**config.mk**
```make
export PLATFORM = sky130hd
export DESIGN_NAME = led_status_driver
export DESIGN_NICKNAME = d
export VERILOG_FILES = /design/src/rtl/led_pkg.sv /design/src/rtl/pulse_stretcher.sv /design/src/rtl/led_status_driver.sv
export SDC_FILE = /design/constraint.sdc
export NUM_CORES = 1
export LEC_CHECK = 0
export BUFFER_PORTS_ARGS = -buffer_cell sky130_fd_sc_hd__buf_4
export CAP_MARGIN = 20
export CELL_PAD_IN_SITES_DETAIL_PLACEMENT = 0
export CELL_PAD_IN_SITES_GLOBAL_PLACEMENT = 1
export CORE_MARGIN = 4
export CORE_UTILIZATION = 50
export CTS_CLUSTER_DIAMETER = 80
export CTS_CLUSTER_SIZE = 30
export DETAILED_ROUTE_END_ITERATION = 6
export HOLD_SLACK_MARGIN = 0.02
export PLACE_DENSITY = 0.82
export SLEW_MARGIN = 20
export SYNTH_ARGS = -nofsm -noshare
export SYNTH_HDL_FRONTEND = slang
export SYNTH_SLANG_ARGS = --single-unit
```
**constraint.sdc**
```tcl
create_clock -name i_clk -period 8.48 [get_ports i_clk]
set_clock_uncertainty 0.05 [all_clocks]
set_input_delay 1.272 -clock i_clk [delete_from_list [all_inputs] [get_ports i_clk]]
set_output_delay 1.272 -clock i_clk [all_outputs]
set_load 0.005 [all_outputs]
```
**src/rtl/led_pkg.sv**
```systemverilog
// Shared constants for the LED status bank: bit positions, channel
// counts and the counter-width helper used by the stretchers and the
// heartbeat divider.
package led_pkg;

  // Number of stretched event channels and total LED outputs.
  localparam int NUM_EVT  = 8;
  localparam int NUM_LEDS = 10;

  // Bit positions inside the LED output vector.
  localparam int LED_EVT_LSB   = 0;
  localparam int LED_LOCK      = 8;
  localparam int LED_HEARTBEAT = 9;

  // Width needed to hold values 0..max_value, never narrower than one bit
  // so a degenerate parameter still yields a legal vector.
  function automatic int count_width(input int max_value);
    if (max_value < 1) begin
      return 1;
    end
    return $clog2(max_value + 1);
  endfunction

endpackage

```
**src/rtl/pulse_stretcher.sv**
```systemverilog
// One event channel: detects a rising edge on its strobe and holds its
// "active" indication for STRETCH_CYCLES clocks, reloading on every new
// edge.  "active" reflects the counter value about to be registered, so
// the parent can register it without adding a cycle of latency.
module pulse_stretcher
  import led_pkg::*;
#(
  parameter int STRETCH_CYCLES = 5000000
) (
  input  logic clk,
  input  logic rst,
  input  logic strobe,
  input  logic clear,
  output logic active
);

  localparam int            CW     = count_width(STRETCH_CYCLES);
  localparam logic [CW-1:0] RELOAD = CW'(STRETCH_CYCLES);
  localparam logic [CW-1:0] ONE    = CW'(1);

  logic          prev;
  logic          rise;
  logic [CW-1:0] count;
  logic [CW-1:0] count_next;

  // History starts high so an input already asserted at reset release is
  // treated as old news and produces no pulse.
  always_ff @(posedge clk or posedge rst) begin
    if (rst) begin
      prev <= 1'b1;
    end else begin
      prev <= strobe;
    end
  end

  assign rise = strobe & ~prev;

  // Clear beats a new edge, a new edge beats the countdown, and the
  // countdown stops at zero instead of wrapping.
  always_comb begin
    count_next = count;
    if (clear) begin
      count_next = '0;
    end else if (rise) begin
      count_next = RELOAD;
    end else if (count != '0) begin
      count_next = count - ONE;
    end
  end

  // Stretch counter register.
  always_ff @(posedge clk or posedge rst) begin
    if (rst) begin
      count <= '0;
    end else begin
      count <= count_next;
    end
  end

  assign active = (count_next != '0);

endmodule

```
**src/rtl/led_status_driver.sv**
```systemverilog
// LED status bank driver: eight stretched event lamps, a registered lock
// lamp and a free-running heartbeat, with a lamp-test override that
// lights everything.  All outputs are registered and active-high.
module led_status_driver
  import led_pkg::*;
#(
  parameter int STRETCH_CYCLES = 5000000,
  parameter int HEARTBEAT_HALF = 25000000
) (
  input  logic                i_clk,
  input  logic                i_reset,
  input  logic [NUM_EVT-1:0]  i_events,
  input  logic                i_locked,
  input  logic                i_clear,
  input  logic                i_lamp_test,
  output logic [NUM_LEDS-1:0] o_ledbits
);

  localparam int              HB_W    = count_width(HEARTBEAT_HALF);
  localparam logic [HB_W-1:0] HB_LAST = HB_W'(HEARTBEAT_HALF - 1);
  localparam logic [HB_W-1:0] HB_ONE  = HB_W'(1);

  logic [NUM_EVT-1:0]  evt_active;
  logic [HB_W-1:0]     hb_count;
  logic [HB_W-1:0]     hb_count_next;
  logic                hb_bit;
  logic                hb_bit_next;
  logic [NUM_LEDS-1:0] led_next;

  // One independent stretcher per event input.
  for (genvar n = 0; n < NUM_EVT; n++) begin : g_evt
    pulse_stretcher #(
      .STRETCH_CYCLES(STRETCH_CYCLES)
    ) u_stretch (
      .clk    (i_clk),
      .rst    (i_reset),
      .strobe (i_events[n]),
      .clear  (i_clear),
      .active (evt_active[n])
    );
  end

  // Heartbeat divider: count 0..HEARTBEAT_HALF-1 and flip the lamp on wrap.
  always_comb begin
    hb_count_next = hb_count + HB_ONE;
    hb_bit_next   = hb_bit;
    if (hb_count == HB_LAST) begin
      hb_count_next = '0;
      hb_bit_next   = ~hb_bit;
    end
  end

  // Heartbeat state register.
  always_ff @(posedge i_clk or posedge i_reset) begin
    if (i_reset) begin
      hb_count <= '0;
      hb_bit   <= 1'b0;
    end else begin
      hb_count <= hb_count_next;
      hb_bit   <= hb_bit_next;
    end
  end

  // Assemble the next LED word; lamp test overrides only the display, the
  // channels and heartbeat underneath keep running.
  always_comb begin
    led_next                         = '0;
    led_next[LED_EVT_LSB +: NUM_EVT] = evt_active;
    led_next[LED_LOCK]               = i_locked;
    led_next[LED_HEARTBEAT]          = hb_bit_next;
    if (i_lamp_test) begin
      led_next = '1;
    end
  end

  // Output register feeding the board's polarity inverter.
  always_ff @(posedge i_clk or posedge i_reset) begin
    if (i_reset) begin
      o_ledbits <= '0;
    end else begin
      o_ledbits <= led_next;
    end
  end

endmodule

```
==> reports/metrics.yaml <==
cts_inserted_buffers: 15
min_path_cells: 1
worstMarginPinSlew_ns: 0.836
cp-start-kind: "flip-flop"
ys_warn_count: 0
arrival_ns: 3.95
worstPathMaxFanout: 17
fin_cells: 1680
cts_htree_levels: 1
hp-class: "flip-flop to flip-flop"
drtAntennaViolNets: 0
postSynthAreaPerCell_um2: 9.26
fmax_mhz: 275
drc_errors: 0
clock_latency_ns: 0.48
leakage_nw: 5.61
path_clk_slew_ns: 0.09
crit_start: "g_evt[1].u_stretch.count[0]$_DFF_PP0_"
initial_core_util_pct: 51.0
worstSetupEndpoint: "o_ledbits[1]$_DFF_PP0_"
std_cell_rows: 57
overflow: 0
synth_cell_types: 71
area_growth_pct: 7.26
cts_root_buffer: "clkbuf_16"
finalSetupViolations: 0
first_global_vias: 9522
clock_sinks: 228
place_hpwl_um: 19200
cts_max_path_buffers: 3
drive_gt1_share_pct: 7.52
vias: 9981
slew_violations: 0
grt_usage_pct: 20.1
crit-reg2reg-capture: "o_ledbits[1]$_DFF_PP0_"
final_cell_mix: "dfrtp_1 (220), nor2_1 (206), a21oi_1 (90)"
drt_wl_total_um: 27800
die_height_um: 166
final_util_pct: 54.7
peakVddDrop_mv: 0.152
end_kind: "flip-flop"
syn-cell-area_mm2: 0.0125
r2r_cells: 10
p_total_mw: 3.88
yosysSeqAreaShare_pct: 45.8
ys_ff_latch: 228
placed_cells: 1655
post_drt_via_cell_ratio: 5.94
worstPathRequired_ns: 8.80
ios: 23
cts_hold_buf: 0
yosys_most_used_dff: "dfrtp_1"
outcome: "finished, final reports clean"
antenna_found_initial: 1
fin_crit_ns: 3.63
die_area_mm2: 0.0276
synth-async-reset-ratio_pct: 100
grt_max_degree: 125
fillers: 2190
place_ws_ns: 4.41
die_w_um: 166
relSlewSlack_pct: 43.8
syn-num-nets: 1378
post-route-period-util_pct: 42.8
gp_congestion: 0.871
r2r_start: "g_evt[1].u_stretch.count[0]$_DFF_PP0_"
grt_pass1_wl_um: 48400
wl_per_cell_um: 16.5
cts_resized: 0
core-area_mm2: 0.0245
fin_ws_ns: 4.85
hold_viol: 0
power_density_mw_per_mm2: 290
r2r_slack_ns: 4.85
synth_edf_count: 0
port_buffers: 22
synthCells: 1348
post_cts_buffers: 0
setup_tns_ns: 0
cts_tree: "built"
rsz0062_at_grt: "no"
n_antenna_cell: 0
maxCapViolations: 0
final_common_cell: "dfrtp_1"
dr.pass1.iters: 5
dr.first_iter.drc_count: 628
critPathKind: "flip-flop to flip-flop"
nets: 1378
sequential cells by signal, summed over array words and instances, names as in the netlist:
register               cells
o_ledbits                 10
g_evt.u_stretch.count    184
hb_bit                     1
hb_count                  25
g_evt.u_stretch.prev       8
power by group:
| group | switching [mW] | internal [mW] | total [mW] | leakage [nW] |
|---|---|---|---|---|
| combinational | 0.956 | 0.661 | 1.62 | 2.40 |
| sequential | 0.237 | 1.28 | 1.52 | 2.98 |
| clock | 0.388 | 0.359 | 0.747 | 0.227 |
| total | 1.58 | 2.30 | 3.88 | 5.61 |
per-layer routing:
| layer | global-route usage [%] | share of wire [%] |
|---|---|---|
| met1 | 31.8 | 50 |
| met5 | 0 | 0 |
| met4 | 3.55 | 1.1 |
| met3 | 2.00 | 4.2 |
| met2 | 30.5 | 45 |
cell families after synthesis:
group / synth area share, %
muxes: 0.481
DFF: 45.8
buffers and inverters: 2.30
AOI/OAI and AO/OA: 10.8
and+or+nand+nor: 28.9
xor gates and xnor gates: 10.0
adders and majority gates: 1.70
critical path, stage by stage (launching register included):
cell,delay (ns)
dfrtp_1,0.42
inv_1,0.12
ha_1,0.18
or4b_2,0.65
or2_4,0.29
nor3b_4,0.58
nor3_1,0.15
or4_1,0.42
or4_1,0.41
nor3_1,0.18
nand3_1,0.09
per-stage QoR:
step | cell area (um^2) | hold slack [ns]
6_report | 13400 | 0.420
5_1_grt | 13400 | 0.444
2_1_floorplan | 12500 | 0.380
3_3_place_gp | 12900 | 0.399
3_5_place_dp | 12900 | 0.401
4_1_cts | 13400 | 0.417
synthesized netlist by cell type (4+ instances only):
cell type  number  area [um^2]
nand4_1        26          163
or3_1          29          181
ha_1           17          213
a311oi_1        5         43.8
clkbuf_1       37          139
o21ai_0        31          155
a21oi_1        90          450
o31ai_1         8         60.1
mux2i_1         6         60.1
nand3b_1        9         67.6
buf_2           4         20.0
nand4b_1        6         52.6
nor2_1        206          773
or4_4           5         56.3
inv_1          24         90.1
nand2b_1       29          181
nor4b_1         7         61.3
nor2b_1        13         81.3
nand3_1        48          240
or2_2          15         93.8
a211oi_1       16          120
or3b_2          4         35.0
dfstp_2         8          210
xnor2_1        70          613
a31oi_1        13         81.3
nand2_1        77          289
and2_1          7         43.8
o41ai_1         5         43.8
nor3b_1         5         37.5
or4_1          32          240
and3_1         12         75.1
xor2_1         73          639
nor3_1         55          275
dfrtp_1       220         5510
o211ai_1       17          128
nor4_1         62          388
area by class of cell:
class                      instances  area, um^2  share of cell area (%)
sequential                       228        5720                    42.7
timing repair buffer              28         210                    1.57
inverter                          24        97.6                   0.729
multi-input combinational       1051        6480                    48.4
clock inverter                     5        60.1                   0.449
clock buffer                      20         414                    3.09
tap                              324         405                    3.03
how the worst min path moves through the flow:
stage	from	endpoint	slack (ns)
final	hb_bit$_DFF_PP0_	hb_bit$_DFF_PP0_	0.42
after global routing	hb_bit$_DFF_PP0_	hb_bit$_DFF_PP0_	0.44
after CTS	hb_bit$_DFF_PP0_	hb_bit$_DFF_PP0_	0.42
after detailed placement	hb_bit$_DFF_PP0_	hb_bit$_DFF_PP0_	0.40
after global placement	hb_bit$_DFF_PP0_	hb_bit$_DFF_PP0_	0.40
after floorplan	hb_bit$_DFF_PP0_	hb_bit$_DFF_PP0_	0.38
Note: power is estimated with default switching activity, not from simulation.
